### src/rtl/fence_unit_if.sv
// fence_unit_if: bundle of every non-clock, non-reset signal of fence_unit.
//   Pipeline side: in_valid/in_ready/in_kind/in_pred/in_succ/in_pc, kill,
//                  done_valid/done_illegal, stall_cycles.
//   Store buffer:  sb_drain_req/sb_empty.
//   I-cache:       ic_inv_req/ic_inv_ack.
//   Fetch:         flush/redirect_pc.
// The fence_unit itself connects through the slave modport; the pipeline,
// memory-side models and testbenches drive it through the master modport.

package fence_pkg;
  typedef enum logic [1:0] {
    fk_invalid = 2'd0,
    fk_fence   = 2'd1,
    fk_fence_i = 2'd2
  } fence_kind_t;
endpackage

interface fence_unit_if #(
  parameter int XLEN  = 32,
  parameter int CNT_W = 32
);
  logic                   in_valid;
  logic                   in_ready;
  fence_pkg::fence_kind_t in_kind;
  logic [3:0]             in_pred;
  logic [3:0]             in_succ;
  logic [XLEN-1:0]        in_pc;
  logic                   kill;
  logic                   sb_drain_req;
  logic                   sb_empty;
  logic                   ic_inv_req;
  logic                   ic_inv_ack;
  logic                   flush;
  logic [XLEN-1:0]        redirect_pc;
  logic                   done_valid;
  logic                   done_illegal;
  logic [CNT_W-1:0]       stall_cycles;

  modport slave (
    input  in_valid, in_kind, in_pred, in_succ, in_pc, kill, sb_empty, ic_inv_ack,
    output in_ready, sb_drain_req, ic_inv_req, flush, redirect_pc,
           done_valid, done_illegal, stall_cycles
  );

  modport master (
    output in_valid, in_kind, in_pred, in_succ, in_pc, kill, sb_empty, ic_inv_ack,
    input  in_ready, sb_drain_req, ic_inv_req, flush, redirect_pc,
           done_valid, done_illegal, stall_cycles
  );
endinterface

### src/rtl/fence_unit.sv
// fence_unit: execute-stage sequencer for RV32I FENCE / FENCE.I.
// Accepts one decoded fence at a time, drains the store buffer when the
// predecessor/successor sets demand ordering, invalidates the I-cache and
// redirects fetch for FENCE.I, then reports completion (or an illegal
// encoding). Also keeps a saturating count of cycles spent outside IDLE.
// Ports:
//   clk  - clock
//   rst  - synchronous reset, active low
//   bus  - fence_unit_if.slave (handshake, store buffer, I-cache, fetch,
//          completion and stall counter signals)

module fence_unit #(
  parameter int XLEN  = 32,
  parameter int CNT_W = 32
) (
  input  logic         clk,
  input  logic         rst,
  fence_unit_if.slave  bus
);
  import fence_pkg::*;

  typedef enum logic [2:0] {
    IDLE,
    DRAIN,
    INVAL,
    FLUSH,
    DONE
  } state_t;

  localparam logic [XLEN-1:0]  PC_STEP = {{(XLEN-3){1'b0}}, 3'b100};
  localparam logic [CNT_W-1:0] CNT_ONE = {{(CNT_W-1){1'b0}}, 1'b1};
  localparam logic [CNT_W-1:0] CNT_MAX = '1;

  state_t          state;
  state_t          state_nx;
  logic            is_fi_q;
  logic            illegal_q;
  logic            abort_q;
  logic            abort_nx;
  logic [XLEN-1:0] pc_q;
  logic [CNT_W-1:0] stall_q;
  logic            accept;
  logic            orders;
  logic            pred_unused;

  // PI and PR never force a store-buffer drain; only PO/PW matter here.
  assign pred_unused = ^{bus.in_pred[3], bus.in_pred[1]};

  assign accept = bus.in_valid && bus.in_ready;

  // Does the offered fence need the store buffer drained first?
  always_comb begin
    orders = 1'b0;
    case (bus.in_kind)
      fk_fence:   orders = (bus.in_pred[0] || bus.in_pred[2]) && (bus.in_succ != 4'b0000);
      fk_fence_i: orders = 1'b1;
      default:    orders = 1'b0;
    endcase
  end

  // Next state. A kill in INVAL is only remembered: the invalidate handshake
  // has to finish before the unit may return to IDLE.
  always_comb begin
    state_nx = state;
    abort_nx = 1'b0;
    unique case (state)
      IDLE: begin
        if (accept) state_nx = orders ? DRAIN : DONE;
      end
      DRAIN: begin
        if (bus.kill)          state_nx = IDLE;
        else if (bus.sb_empty) state_nx = is_fi_q ? INVAL : DONE;
      end
      INVAL: begin
        abort_nx = abort_q || bus.kill;
        if (bus.ic_inv_ack) begin
          state_nx = abort_nx ? IDLE : FLUSH;
          abort_nx = 1'b0;
        end
      end
      FLUSH:   state_nx = IDLE;
      DONE:    state_nx = IDLE;
      default: state_nx = IDLE;
    endcase
  end

  // State, captured fence fields and the saturating stall counter.
  always_ff @(posedge clk) begin
    if (!rst) begin
      state     <= IDLE;
      abort_q   <= 1'b0;
      is_fi_q   <= 1'b0;
      illegal_q <= 1'b0;
      pc_q      <= '0;
      stall_q   <= '0;
    end else begin
      state   <= state_nx;
      abort_q <= abort_nx;
      if (state != IDLE && stall_q != CNT_MAX) stall_q <= stall_q + CNT_ONE;
      if (accept) begin
        is_fi_q   <= (bus.in_kind == fk_fence_i);
        illegal_q <= !((bus.in_kind == fk_fence) || (bus.in_kind == fk_fence_i));
        pc_q      <= bus.in_pc;
      end
    end
  end

  // Outputs follow the registered state; a squash in the final cycle
  // suppresses the completion and the redirect.
  assign bus.in_ready     = (state == IDLE) && !bus.kill;
  assign bus.sb_drain_req = (state == DRAIN);
  assign bus.ic_inv_req   = (state == INVAL);
  assign bus.flush        = (state == FLUSH) && !bus.kill;
  assign bus.done_valid   = ((state == FLUSH) || (state == DONE)) && !bus.kill;
  assign bus.done_illegal = (state == DONE) && illegal_q && !bus.kill;
  assign bus.redirect_pc  = (state == FLUSH) ? (pc_q + PC_STEP) : '0;
  assign bus.stall_cycles = stall_q;

endmodule

### src/flat_wrapper.sv
// flat-port wrapper written by rule: the top's interface ports become plain ports
module fence_unit_flat import fence_pkg::*;
#(
  parameter int XLEN  = 32,
  parameter int CNT_W = 32
)
  (clk, rst, bus_in_valid, bus_in_kind, bus_in_pred, bus_in_succ, bus_in_pc, bus_kill, bus_sb_empty, bus_ic_inv_ack, bus_in_ready, bus_sb_drain_req, bus_ic_inv_req, bus_flush, bus_redirect_pc, bus_done_valid, bus_done_illegal, bus_stall_cycles);
  fence_unit_if #(.XLEN(XLEN), .CNT_W(CNT_W)) bus_i ();
  input  logic clk;
  input  logic rst;
  input wire logic [$bits(bus_i.in_valid)-1:0] bus_in_valid;
  input wire logic [$bits(bus_i.in_kind)-1:0] bus_in_kind;
  input wire logic [$bits(bus_i.in_pred)-1:0] bus_in_pred;
  input wire logic [$bits(bus_i.in_succ)-1:0] bus_in_succ;
  input wire logic [$bits(bus_i.in_pc)-1:0] bus_in_pc;
  input wire logic [$bits(bus_i.kill)-1:0] bus_kill;
  input wire logic [$bits(bus_i.sb_empty)-1:0] bus_sb_empty;
  input wire logic [$bits(bus_i.ic_inv_ack)-1:0] bus_ic_inv_ack;
  output wire logic [$bits(bus_i.in_ready)-1:0] bus_in_ready;
  output wire logic [$bits(bus_i.sb_drain_req)-1:0] bus_sb_drain_req;
  output wire logic [$bits(bus_i.ic_inv_req)-1:0] bus_ic_inv_req;
  output wire logic [$bits(bus_i.flush)-1:0] bus_flush;
  output wire logic [$bits(bus_i.redirect_pc)-1:0] bus_redirect_pc;
  output wire logic [$bits(bus_i.done_valid)-1:0] bus_done_valid;
  output wire logic [$bits(bus_i.done_illegal)-1:0] bus_done_illegal;
  output wire logic [$bits(bus_i.stall_cycles)-1:0] bus_stall_cycles;
  assign bus_i.in_valid = bus_in_valid;
  assign bus_i.in_kind = bus_in_kind;
  assign bus_i.in_pred = bus_in_pred;
  assign bus_i.in_succ = bus_in_succ;
  assign bus_i.in_pc = bus_in_pc;
  assign bus_i.kill = bus_kill;
  assign bus_i.sb_empty = bus_sb_empty;
  assign bus_i.ic_inv_ack = bus_ic_inv_ack;
  assign bus_in_ready = bus_i.in_ready;
  assign bus_sb_drain_req = bus_i.sb_drain_req;
  assign bus_ic_inv_req = bus_i.ic_inv_req;
  assign bus_flush = bus_i.flush;
  assign bus_redirect_pc = bus_i.redirect_pc;
  assign bus_done_valid = bus_i.done_valid;
  assign bus_done_illegal = bus_i.done_illegal;
  assign bus_stall_cycles = bus_i.stall_cycles;
  fence_unit #(.XLEN(XLEN), .CNT_W(CNT_W)) u_core (.clk(clk), .rst(rst), .bus(bus_i));
endmodule
### config.mk
export PLATFORM = sky130hd
export DESIGN_NAME = fence_unit_flat
export DESIGN_NICKNAME = d
export VERILOG_FILES = /design/src/rtl/fence_unit_if.sv /design/src/rtl/fence_unit.sv /design/src/flat_wrapper.sv
export SDC_FILE = /design/constraint.sdc
export NUM_CORES = 1
export LEC_CHECK = 0
export ABC_AREA = 1
export CAP_MARGIN = 5
export CORE_AREA = 2 2 104 106
export DETAILED_ROUTE_END_ITERATION = 10
export DIE_AREA = 0 0 106 108
export PLACE_DENSITY_LB_ADDON = 0.3
export SETUP_SLACK_MARGIN = 0.05
export SLEW_MARGIN = 15
export SYNTH_ARGS = -nofsm -noshare
export SYNTH_HDL_FRONTEND = slang
export SYNTH_SLANG_ARGS = --single-unit
### constraint.sdc
create_clock -name clk -period 1.6 [get_ports clk]
set_clock_uncertainty 0.05 [all_clocks]
set_input_delay 0.16 -clock clk [delete_from_list [all_inputs] [get_ports clk]]
set_output_delay 0.16 -clock clk [all_outputs]
set_load 0.02 [all_outputs]
==> results of run 1 <==
==> flip-flops by register name, summed over array words and instances (netlist names) <==
name,count
u_core.illegal_q,1
u_core.bus.stall_cycles,32
u_core.abort_q,1
u_core.is_fi_q,1
u_core.pc_q,32
u_core.state,3
==> layout by cell type, fill, tap and decap left out, types with 9 or more instances in the layout <==
master,instances
clkbuf_8,11
o21ai_4,19
buf_4,133
inv_1,58
nand4_1,14
nand3_2,9
dlygate4sd2_1,32
nand2_4,45
inv_2,12
a21oi_1,9
nor2_1,54
dfxtp_4,28
buf_12,15
clkdlybuf4s50_1,45
nand2_1,126
nand3_1,33
nor2_2,26
a21oi_2,59
dfxtp_2,28
o21ai_2,15
nor2_4,38
dfxtp_1,14
nand2_2,52
buf_6,55
==> final cells by class <==
cell class,count,area share
Clock inverter,1,0.000532
Antenna cell,1,0.000266
Clock buffer,15,0.0177
Sequential cell,70,0.164
Timing Repair inverter,3,0.00505
Timing Repair Buffer,292,0.305
Multi-Input combinational cell,564,0.456
Inverter,76,0.0335
Tap cell,136,0.0181
==> worst paths after layout <==
| kind | end | slack (ps) | depth (start not counted) |
|---|---|---|---|
| max reg2reg | u_core.bus.stall_cycles[26] | -310 | 10 |
| max | bus_redirect_pc[28] | -690 | 10 |
| min | u_core.pc_q[17] | 360 | 3 |
| min reg2reg | u_core.bus.stall_cycles[27] | 470 | 2 |
==> worst max-delay path: stages (launching register included) <==
cell     delay [ps]
dfxtp_4         410
ha_4            160
nand2_4          80
nor3_4          210
nand2_2         160
inv_2           190
nand2_1          80
nand2_1         110
nand2_2          70
nor2_4           80
buf_6           120
==> cell families (layout without fill, tap and decap cells) <==
family | Yosys count | after routing
flops | 70 | 70
other cells | 0 | 1
simple gates | 425 | 425
compound gates | 116 | 116
fa+ha+maj | 4 | 4
xor+xnor | 19 | 19
buf+inv | 99 | 387
==> power by group through the flow <==
stage               clock (mW)  sequential, mW  combinational, mW
global placement             0            1.92              0.741
detailed placement           0            1.92              0.757
floorplan                    0            1.92              0.381
CTS                       1.36            1.90               1.21
finish                    1.45            1.92               1.56
global route              1.53            1.92               1.59
==> routing by layer <==
metal  part of all wire  track usage  routed length (µm)
met1               0.31        0.374                9190
met2               0.46        0.627               13500
met3               0.12       0.0639                3430
met4               0.11        0.211                3330
met5                  0            0                   0
==> synth_stat cells (all sizes together) <==
cell type  count
nand2        226
nor2         119
inv           76
a21oi         75
dfxtp         70
nand3         47
o21ai         38
nor3          16
clkbuf        14
nand4         14
xor2          12
buf            9
xnor2          7
ha             4
or2            3
o21a           2
a211oi         1
==> stage by stage <==
| step | setup slack, ps | total power [mW] |
|---|---|---|
| after CTS | -480 | 4.46 |
| after detailed placement | -602 | 2.68 |
| after global placement | -552 | 2.66 |
| after global routing | -1010 | 5.04 |
| final | -690 | 4.92 |
| after floorplan | -37.1 | 2.31 |
==> timing repair <==
item	CTS	global route
endpoints found under the setup margin	134	107
setup buffers	30	42
gates cloned	12	1
resized for setup	481	288
pin swaps	70	109
==> results.json, run 1 <==
{
  "synth-xor-area-share": 0.0369,
  "hpwl_um": 12100,
  "drive_above_1_share": 0.597,
  "maxCapViolCount": 0,
  "io_pins": 118,
  "setup_viol": 102,
  "coreArea_mm2": 0.0102,
  "multiInputGateArea_mm2": 0.00429,
  "synth-simple-area-share": 0.400,
  "area_growth_pct": 109,
  "synthMuxAreaShare": 0,
  "rows": 37,
  "grt-ovfl-total": 0,
  "firstDrtPassIters": 5,
  "hold_buffers": 0,
  "grt_pass1_vias": 6312,
  "p_sw_mw": 1.78,
  "layoutNonFillerInstCount": 1158,
  "worst-setup-path-type": "flop to output pin",
  "yosysTopAreaCell": "dfxtp_1",
  "setup_ws_ps": -690,
  "layout_min_cycle_time_ps": 2290,
  "fp.dieH_um": 108,
  "pwr-share-comb": 0.316,
  "tns_ps": -22080,
  "synthDominantCellAreaShare": 0.311,
  "clk_latency_ps": 400,
  "clk_pin_slew_ps": 110,
  "numPlacedInstances": 1072,
  "syn_area_mm2": 0.00451,
  "die_w_um": 106,
  "placedInstanceArea_mm2": 0.00680,
  "grt_max_degree": 41,
  "antenna_left": 0,
  "grt_pass1_wl_um": 31000,
  "crit_required_ps": 1390,
  "clock-sinks": 70,
  "synthAdderAreaFrac": 0.0111,
  "swShare": 0.362,
  "holdCritPathClass": "primary input to flop",
  "min-delay-start": "bus_in_pc[17]",
  "crit_path_end_kind": "output pin",
  "ys_types": 29,
  "wl_per_cell_um": 25.4,
  "fin_nets": 1068,
  "drc_errors": 0,
  "p_int_mw": 3.14,
  "peakVddDrop_uv": 446,
  "cts-root-buf": "clkbuf_8",
  "post-route-period-util": 1.43,
  "drt_iter0_markers": 811,
  "cts_tree": "built",
  "worstPathArrival_ps": 2080,
  "syn-num-nets": 785,
  "cts_buffers": 9,
  "yosys-top-cells-area": "dfxtp_1, nand2_1, nor2_1, inv_1, a21oi_1",
  "post_synth.cell_area_avg_um2": 6.15,
  "cp-start-kind": "flop",
  "grt_usage": 0.345,
  "htree_levels": 3,
  "place.gp.congestion": 0.945,
  "maxSlewViolCount": 0,
  "clockBufferDepth": 2,
  "rsz0062_at_grt": "yes",
  "final_cell_area_mm2": 0.00941,
  "power_frac_clock": 0.294,
  "hold_violations": 0,
  "synth-compound-area-share": 0.147,
  "vias_per_cell": 6.34,
  "fmax_mhz": 437,
  "worstPathMaxFanout": 4,
  "synth_seq_cells": 70,
  "seq_power_share": 0.390,
  "hold_slack_ps": 356,
  "drt_wl_total_um": 29400,
  "num_vias": 7345,
  "power_leakage_nw": 4.16,
  "rr_startpoint": "u_core.bus.stall_cycles[3]",
  "io_buffers": 115,
  "p_per_area_mw_per_mm2": 523,
  "ff_latch_area_mm2": 0.00154,
  "synth_top_family_by_area": "simple AND/OR/NAND/NOR gates",
  "status": "complete, but fails checks",
  "ys_seq_area_frac": 0.311,
  "worst_pin_slew_ps": 474,
  "dieArea_mm2": 0.0114,
  "nFillCells": 355,
  "synth_cells": 733,
  "critPathLaunch": "u_core.pc_q[3]",
  "fin_util": 0.920,
  "relSlewSlack": 0.681,
  "yosysWarnings": 0,
  "violations": "negative setup slack",
  "start_util": 0.441,
  "antenna_found_initial": 0
}
(Power assumes the default switching activity.)
==> inputs of run 2 (changes only) <==
- REMOVE_ABC_BUFFERS: default -> 1
==> run 2 against run 1 <==
  * The run still ends with negative setup slack left
  * Largest cell class unchanged
  * Wire length is 22% lower
  * Register-to-register slack better by 170 ps
  * First-iteration DRC count is 32% lower
==> results.json, run 2 (synthesis gave the netlist of run 1 again) <==
{
  "grt_usage": 0.316,
  "holdCritPathClass": "primary input to flop",
  "grt-ovfl-total": 0,
  "violations": "negative setup slack",
  "setup_ws_ps": -764,
  "coreArea_mm2": 0.0102,
  "htree_levels": 3,
  "peakVddDrop_uv": 413,
  "hpwl_um": 12000,
  "area_growth_pct": 92.9,
  "cts-root-buf": "clkbuf_8",
  "post-route-period-util": 1.48,
  "firstDrtPassIters": 8,
  "diodes": 0,
  "cp-start-kind": "flop",
  "start_util": 0.441,
  "rsz0062_at_grt": "yes",
  "grt_max_degree": 32,
  "setup_viol": 94,
  "clk_latency_ps": 370,
  "fmax_mhz": 423,
  "io_pins": 118,
  "layoutNonFillerInstCount": 1153,
  "fin_nets": 1064,
  "clk_pin_slew_ps": 80,
  "fin_util": 0.850,
  "drt_wl_total_um": 23000,
  "worstPathArrival_ps": 2150,
  "antenna_left": 0,
  "vias_per_cell": 5.77,
  "cts_buffers": 9,
  "cts_tree": "built",
  "fp.dieH_um": 108,
  "maxSlewViolCount": 0,
  "p_per_area_mw_per_mm2": 555,
  "maxCapViolCount": 0,
  "layout_common_cells": "nand2_1, buf_4, nor2_1",
  "clock-sinks": 70,
  "place_ws_ps": -671,
  "dieArea_mm2": 0.0114,
  "hold_buffers": 0,
  "die_w_um": 106,
  "nFillCells": 527,
  "hold_slack_ps": 358,
  "antenna_found_initial": 0,
  "wl_per_cell_um": 19.9,
  "layout_min_cycle_time_ps": 2360,
  "crit_required_ps": 1390,
  "rows": 37,
  "final_common_cell": "nand2_1",
  "drt_iter0_markers": 555,
  "status": "complete, but fails checks",
  "worst_pin_slew_ps": 376,
  "hold_violations": 0,
  "worstPathMaxFanout": 4,
  "grt_pass1_wl_um": 28500,
  "place.gp.congestion": 0.932,
  "drc_errors": 0,
  "io_buffers": 115,
  "power_leakage_nw": 3.80,
  "grt_pass1_vias": 6064,
  "num_vias": 6650,
  "clockBufferDepth": 2,
  "relSlewSlack": 0.749,
  "drive_above_1_share": 0.504,
  "worst-setup-path-type": "flop to output pin",
  "numPlacedInstances": 1084,
  "crit_path_end_kind": "output pin"
}
## run 2: cell count changes in the layout (fill, tap and decap cells not counted), moves of 8 or more
| cell | delta |
|---|---|
| a21oi_2 | -10 |
| a21oi_1 | +16 |
| dfxtp_1 | +21 |
| nand2_2 | -12 |
| o21ai_4 | -13 |
| buf_6 | -12 |
| nand2_1 | +22 |
| buf_4 | +9 |
| dfxtp_4 | -21 |
| nor2_4 | -12 |
| nand2_4 | -8 |
| nor2_1 | +18 |
## run 2: final timing paths
path / endpoint / slack, ps / cells after the start / from
setup / recovery: bus_redirect_pc[28] / -760 / 11 / u_core.pc_q[18]
hold / removal: u_core.pc_q[27] / 360 / 3 / bus_in_pc[27]
setup reg to reg: u_core.bus.stall_cycles[9] / -140 / 12 / u_core.bus.stall_cycles[0]
hold reg to reg: u_core.pc_q[1] / 470 / 2 / u_core.pc_q[1]
## run 2: worst max-delay path, cell delays in order (launching register included)
cell     delay (ps)
dfxtp_2         400
nand2_1         120
inv_1           190
nand3_1         150
inv_1           100
nand2_1          60
nor2_1          180
nand2_1         120
nand2_1          90
nand2_1          70
nor2_1          160
buf_4           170
## run 2: per-stage QoR
step	cell area (µm²)	power [mW]	TNS (ps)
global route	8700	4.94	-23340
floorplan	4370	2.20	-57060
CTS	7650	4.42	-10710
finish	8700	4.83	-18480
detailed placement	6680	2.67	-20630
global placement	6680	2.65	-19470
## run 2: area by class of cell
type                    instances  area, µm²  share of cell area
multi-input cells             564       3740               0.430
repair buffers                289       2770               0.318
flip-flops and latches         70       1460               0.168
inverters                      76        330              0.0380
well taps                     136        170              0.0196
clock buffers                  12        155              0.0178
clock inverters                 4       45.0             0.00518
repair inverters                2       27.5             0.00316
## run 2: power by group
part	switching (mW)	internal, mW	leakage [nW]	total [mW]
clock	0.752	0.799	0.106	1.55
combinational	0.723	0.641	3.11	1.36
sequential	0.0917	1.82	0.587	1.91
total	1.57	3.26	3.80	4.83
## run 2: what timing repair did
action | CTS | global route
setup buffers | 31 | 19
cloned | 2 | 7
endpoints found under the setup margin | 136 | 101
pin swaps | 48 | 75
resized for setup | 420 | 233
## run 2: layer usage
layer  wire (µm)  track usage  share of wire
met5           0            0              0
met4        1700        0.200          0.074
met3        1920       0.0561          0.084
met2       11500        0.576           0.50
met1        7910        0.338           0.34
==> edit 1 (settings of run 1) <==
`CNT_W` is set to 32 in 3 places; all go to 24.
--- a/src/rtl/fence_unit_if.sv
+++ b/src/rtl/fence_unit_if.sv
@@ -18,5 +18,5 @@
 interface fence_unit_if #(
   parameter int XLEN  = 32,
-  parameter int CNT_W = 32
+  parameter int CNT_W = 24
 );
   logic                   in_valid;
--- a/src/rtl/fence_unit.sv
+++ b/src/rtl/fence_unit.sv
@@ -12,5 +12,5 @@
 module fence_unit #(
   parameter int XLEN  = 32,
-  parameter int CNT_W = 32
+  parameter int CNT_W = 24
 ) (
   input  logic         clk,
--- a/src/flat_wrapper.sv
+++ b/src/flat_wrapper.sv
@@ -3,5 +3,5 @@
 #(
   parameter int XLEN  = 32,
-  parameter int CNT_W = 32
+  parameter int CNT_W = 24
 )
   (clk, rst, bus_in_valid, bus_in_kind, bus_in_pred, bus_in_succ, bus_in_pc, bus_kill, bus_sb_empty, bus_ic_inv_ack, bus_in_ready, bus_sb_drain_req, bus_ic_inv_req, bus_flush, bus_redirect_pc, bus_done_valid, bus_done_illegal, bus_stall_cycles);
Interface: changed (resized bus_stall_cycles); port bits go from 118 to 110. The function was not compared with the original's and may differ.
==> edit 1 against run 1 <==
  * The flow still finishes with violations (negative setup slack)
  * Count of clock-buffer cells in the layout is 4 lower
  * Synthesized area is 13% lower
  * First-iteration DRC count is 58% lower
  * Total power is 17% lower
  * Routed wire length is 37% lower
  * Setup slack worse by 0.051 ns
  * Sequential cell count is 8 lower
  * Final cell count is 13% lower
  * Sequential power is 11% lower
  * Final area is 19% lower
  * Critical path type unchanged
  * Critical endpoint unchanged
  * Largest power group unchanged
==> edit 1: results (changes against run 1) <==
Skew-Pair Late Insertion Delay = 0.35 ns (was 0.40 ns)
port bufs = 107 (was 115)
fin nets = 916 (was 1068)
Synth Area in XOR/XNOR = 5.13% (was 3.69%)
share of cells above drive strength 1 = 53.3% (was 59.7%)
buffering overhead = 31.1% (was 30.5%)
proportion of cell area occupied by registers = 17.2% (was 16.4%)
Slew headroom = 68.6% (was 68.1%)
RR Startpoint = u_core.state[0]$_SDFFE_PN0P_ (was u_core.bus.stall_cycles[3]$_SDFFE_PN0P_)
fraction of area in multi-input gates = 44.1% (was 45.6%)
clock-pin slew on the worst setup and hold paths = 0.07 ns (was 0.11 ns)
Clk. pwr = 1.24 mW (was 1.45 mW)
Hold EP = u_core.pc_q[22]$_SDFFE_PN0P_ (was u_core.pc_q[17]$_SDFFE_PN0P_)
Synth Area in Compound Gates = 16.4% (was 14.7%)
num sequential = 62 (was 70)
top post-synthesis cells by area = dfxtp_1, nand2_1, nor2_1, a21oi_1, o21ai_0 (was dfxtp_1, nand2_1, nor2_1, inv_1, a21oi_1)
reg-to-reg setup timing slack = -0.05 ns (was -0.31 ns)
Final clock-cell share = 2.19% (was 1.82%)
Max stage delay on crit path = 0.39 ns (was 0.41 ns)
setup ws final = -0.741 ns (was -0.690 ns)
largest net degree at the start of global routing = 50 (was 41)
status = finished with violations (unchanged)
Non-clock buffers = 250 (was 292)
Leakage = 3.13 nW (was 4.16 nW)
worst vdd ir = 0.418 mV (was 0.446 mV)
clock buf count = 11 (was 15)
via count = 5458 (was 7345)
post-CTS sizing = 338 (was 481)
DRT iter0 DRCs = 343 (was 811)
Seq/Total Area, Yosys = 31.6% (was 31.1%)
combinational share of power = 27.4% (was 31.6%)
setup_tns = -14.79 ns (was -22.08 ns)
P_sw = 1.33 mW (was 1.78 mW)
multi-input logic cell count = 480 (was 564)
final-layout fill cell count = 710 (was 355)
routability congestion estimate = 0.906 (was 0.945)
final setup fails = 55 (was 102)
post-CTS setup buffer count = 16 (was 30)
vias in the first global route = 4932 (was 6312)
hpwl dp = 10000 um (was 12100 um)
ant diodes = 0 (was 1)
GRT Util Overall = 25.0% (was 34.5%)
critical path's slowest cell = nor3_1 (was dfxtp_4)
Inverters = 61 (was 79)
top post-synthesis cells by count = nand2_1, nor2_1, dfxtp_1, inv_1, a21oi_1 (was nand2_1, nor2_1, inv_1, dfxtp_1, a21oi_1)
RR Endpoint = u_core.pc_q[20]$_SDFFE_PN0P_ (was u_core.bus.stall_cycles[26]$_SDFFE_PN0P_)
internal power = 2.74 mW (was 3.14 mW)
adder and majority cell fraction of the synthesized area = 1.28% (was 1.11%)
failing checks = negative setup slack (unchanged)
CP startpoint = u_core.pc_q[18]$_SDFFE_PN0P_ (was u_core.pc_q[3]$_SDFFE_PN0P_)
worst hold path depth = 3 (unchanged)
DRT Wirelength = 18600 um (was 29400 um)
Hold Crit Start = bus_in_pc[22] (was bus_in_pc[17])
Critical Path AT = 2.13 ns (was 2.08 ns)
first-pass GRT wire length = 23100 um (was 31000 um)
-- edit 1: cell count changes in the layout (fill, tap and decap cells not counted), sizes merged, moves of 8 or more --
cell                run 1  this run
inv                    78        59
nor2                  119        97
nand3                  47        30
nand4                  14         6
nand2                 226       179
dlygate4sd2            32        24
buf                   214       176
dfxtp                  70        62
-- edit 1: per-stage QoR --
| stage | hold slack [ns] | instance area [um^2] | cells | setup slack [ns] |
|---|---|---|---|---|
| after global routing | 0.356 | 7590 | 1004 | -0.862 |
| after CTS | 0.339 | 6490 | 979 | -0.473 |
| after detailed placement | 0.401 | 5950 | 949 | -0.655 |
| final | 0.342 | 7590 | 1004 | -0.741 |
| after floorplan | 0.248 | 4010 | 623 | 0.00168 |
| after global placement | 0.392 | 5950 | 949 | -0.579 |
-- edit 1: metal layers --
layer,GRT usage (%),wire length (um),vias up
met2,45.3,9420,335
li1,-,-,2488
met5,0,0,-
met4,9.77,1000,0
met3,4.34,1490,99
met1,29.5,6640,2536
==> edit 2 (settings of run 1) <==
Made on the original files. Re-encode `state_t` (5 states) as Gray code, 3 bits wide.
--- a/src/rtl/fence_unit.sv
+++ b/src/rtl/fence_unit.sv
@@ -21,9 +21,9 @@
 
   typedef enum logic [2:0] {
-    IDLE,
-    DRAIN,
-    INVAL,
-    FLUSH,
-    DONE
+    IDLE  = 3'b000,
+    DRAIN = 3'b001,
+    INVAL = 3'b011,
+    FLUSH = 3'b010,
+    DONE  = 3'b110
   } state_t;
 
Behaviour: no difference found for any inputs over 10 cycles, from zero or initial values and one cycle with rst low; not proved beyond that.
==> edit 2 against run 1 <==
  * The run still ends with negative setup slack left
  * Final area increased by 0.28%
  * Sequential share of layout area is 0.085 points lower
  * Synthesized cell count increased by 2.9%
  * Via count fell by 0.63%
  * Die area stayed put
  * Non-clock buffer count fell by 8
  * First-iteration DRC count is 10% lower
  * Setup slack improved by 0.096 ns
  * Synthesized area is 0.25% higher
  * Global-route usage is 1.2 points lower
  * Sequential cell count is the same
  * Routed wire length decreased by 4.5%
Power is not compared: it rests on default switching activity, and its combinational part moved more than twofold at a synthesized area within 25%.
==> edit 2: results (changes against run 1) <==
fin nets = 1082 (was 1068)
setup_tns = -24.13 ns (was -22.08 ns)
setup ws final = -0.594 ns (was -0.690 ns)
status = finished with violations (unchanged)
initial antenna violation count = 1 (was 0)
fin cells = 1171 (was 1158)
ant diodes = 0 (was 1)
Worst Max-Slew Pin Slew = 0.345 ns (was 0.474 ns)
routability congestion estimate = 0.934 (was 0.945)
RR Startpoint = u_core.bus.stall_cycles[20]$_SDFFE_PN0P_ (was u_core.bus.stall_cycles[3]$_SDFFE_PN0P_)
Post-Syn Nets = 806 (was 785)
adder and majority cell fraction of the synthesized area = 1.11% (about the same)
largest net degree at the start of global routing = 44 (was 41)
placed insts = 1088 (was 1072)
first-pass GRT wire length = 29800 um (was 31000 um)
vias in the first global route = 6220 (was 6312)
Critical Path AT = 1.98 ns (was 2.08 ns)
RR Endpoint = u_core.bus.stall_cycles[7]$_SDFFE_PN0P_ (was u_core.bus.stall_cycles[26]$_SDFFE_PN0P_)
placed inst area = 0.00683 mm^2 (was 0.00680 mm^2)
CP startpoint = u_core.pc_q[19]$_SDFFE_PN0P_ (was u_core.pc_q[3]$_SDFFE_PN0P_)
DRT iter0 DRCs = 728 (was 811)
Seq/Total Area, Yosys = 31.0% (was 31.1%)
Synth Area in Compound Gates = 14.2% (was 14.7%)
share of cells above drive strength 1 = 60.0% (was 59.7%)
Post-Place Setup Slack = -0.580 ns (was -0.602 ns)
top post-synthesis cells by area = dfxtp_1, nand2_1, nor2_1, inv_1, a21oi_1 (unchanged)
post-CTS setup buffer count = 32 (was 30)
Skew-Pair Late Insertion Delay = 0.38 ns (was 0.40 ns)
DRT Wirelength = 28100 um (was 29400 um)
Worst Setup EP = bus_redirect_pc[25] (was bus_redirect_pc[28])
Synth Area in XOR/XNOR = 3.68% (was 3.69%)
failing checks = negative setup slack (unchanged)
Initial DRT Pass Iterations = 9 (was 5)
worst vdd ir = 0.494 mV
worst reg2reg path depth = 10 (unchanged)
GRT Util Overall = 33.3% (was 34.5%)
final-layout fill cell count = 364 (was 355)
vias per cell = 6.23 (was 6.34)
final setup fails = 89 (was 102)
reg-to-reg setup timing slack = -0.35 ns (was -0.31 ns)
hpwl dp = 12500 um (was 12100 um)
post-synthesis cell count = 754 (was 733)
critical path's slowest cell = dfxtp_2 (was dfxtp_4)
==> edit 2: cell types whose count changed after synthesis, moves of 3 or more <==
cell     before  now
a21oi_1      55   52
inv_1        75   79
nand2_1     217  235
nand2_2       6    0
nand3_1      47   42
nor2_1      114  130
==> edit 2: stage by stage <==
stage               hold slack (ns)  util [%]
global route                  0.361      92.2
finish                        0.339      92.2
detailed placement            0.412      66.7
floorplan                     0.264         -
global placement              0.402      66.7
CTS                           0.326      79.1
==> edit 2: how the worst min path moves through the flow <==
stage,from,end,slack (ns),depth (start not counted)
3_5_place_dp,u_core.illegal_q$_SDFFE_PN0P_,u_core.illegal_q$_SDFFE_PN0P_,0.41,2
6_report,bus_in_pc[27],u_core.pc_q[27]$_SDFFE_PN0P_,0.34,3
2_1_floorplan,bus_in_pc[2],u_core.pc_q[2]$_SDFFE_PN0P_,0.26,2
3_3_place_gp,u_core.illegal_q$_SDFFE_PN0P_,u_core.illegal_q$_SDFFE_PN0P_,0.40,2
5_1_grt,bus_in_pc[13],u_core.pc_q[13]$_SDFFE_PN0P_,0.36,3
4_1_cts,bus_in_pc[8],u_core.pc_q[8]$_SDFFE_PN0P_,0.33,3
==> edit 2: area by class of cell <==
type / instances / area share [%]
clock buffers: 12 / 1.43
clock inverters: 4 / 0.252
inverters: 83 / 3.66
multi-input cells: 579 / 45.6
flip-flops and latches: 70 / 16.3
well taps: 136 / 1.80
repair buffers: 284 / 30.4
repair inverters: 3 / 0.544
==> edit 2: metal layers <==
metal / routed length (um) / global-route usage [%]
met3: 3020 / 5.97
met5: 12 / 0
met2: 13100 / 61.3
met1: 8920 / 36.5
met4: 3070 / 17.9
==> edit 2: where the power goes <==
group	internal [mW]	total, mW	switching [mW]
Sequential	1.86	2.03	0.163
Clock	0.562	1.39	0.825
Combinational	1.51	3.35	1.84
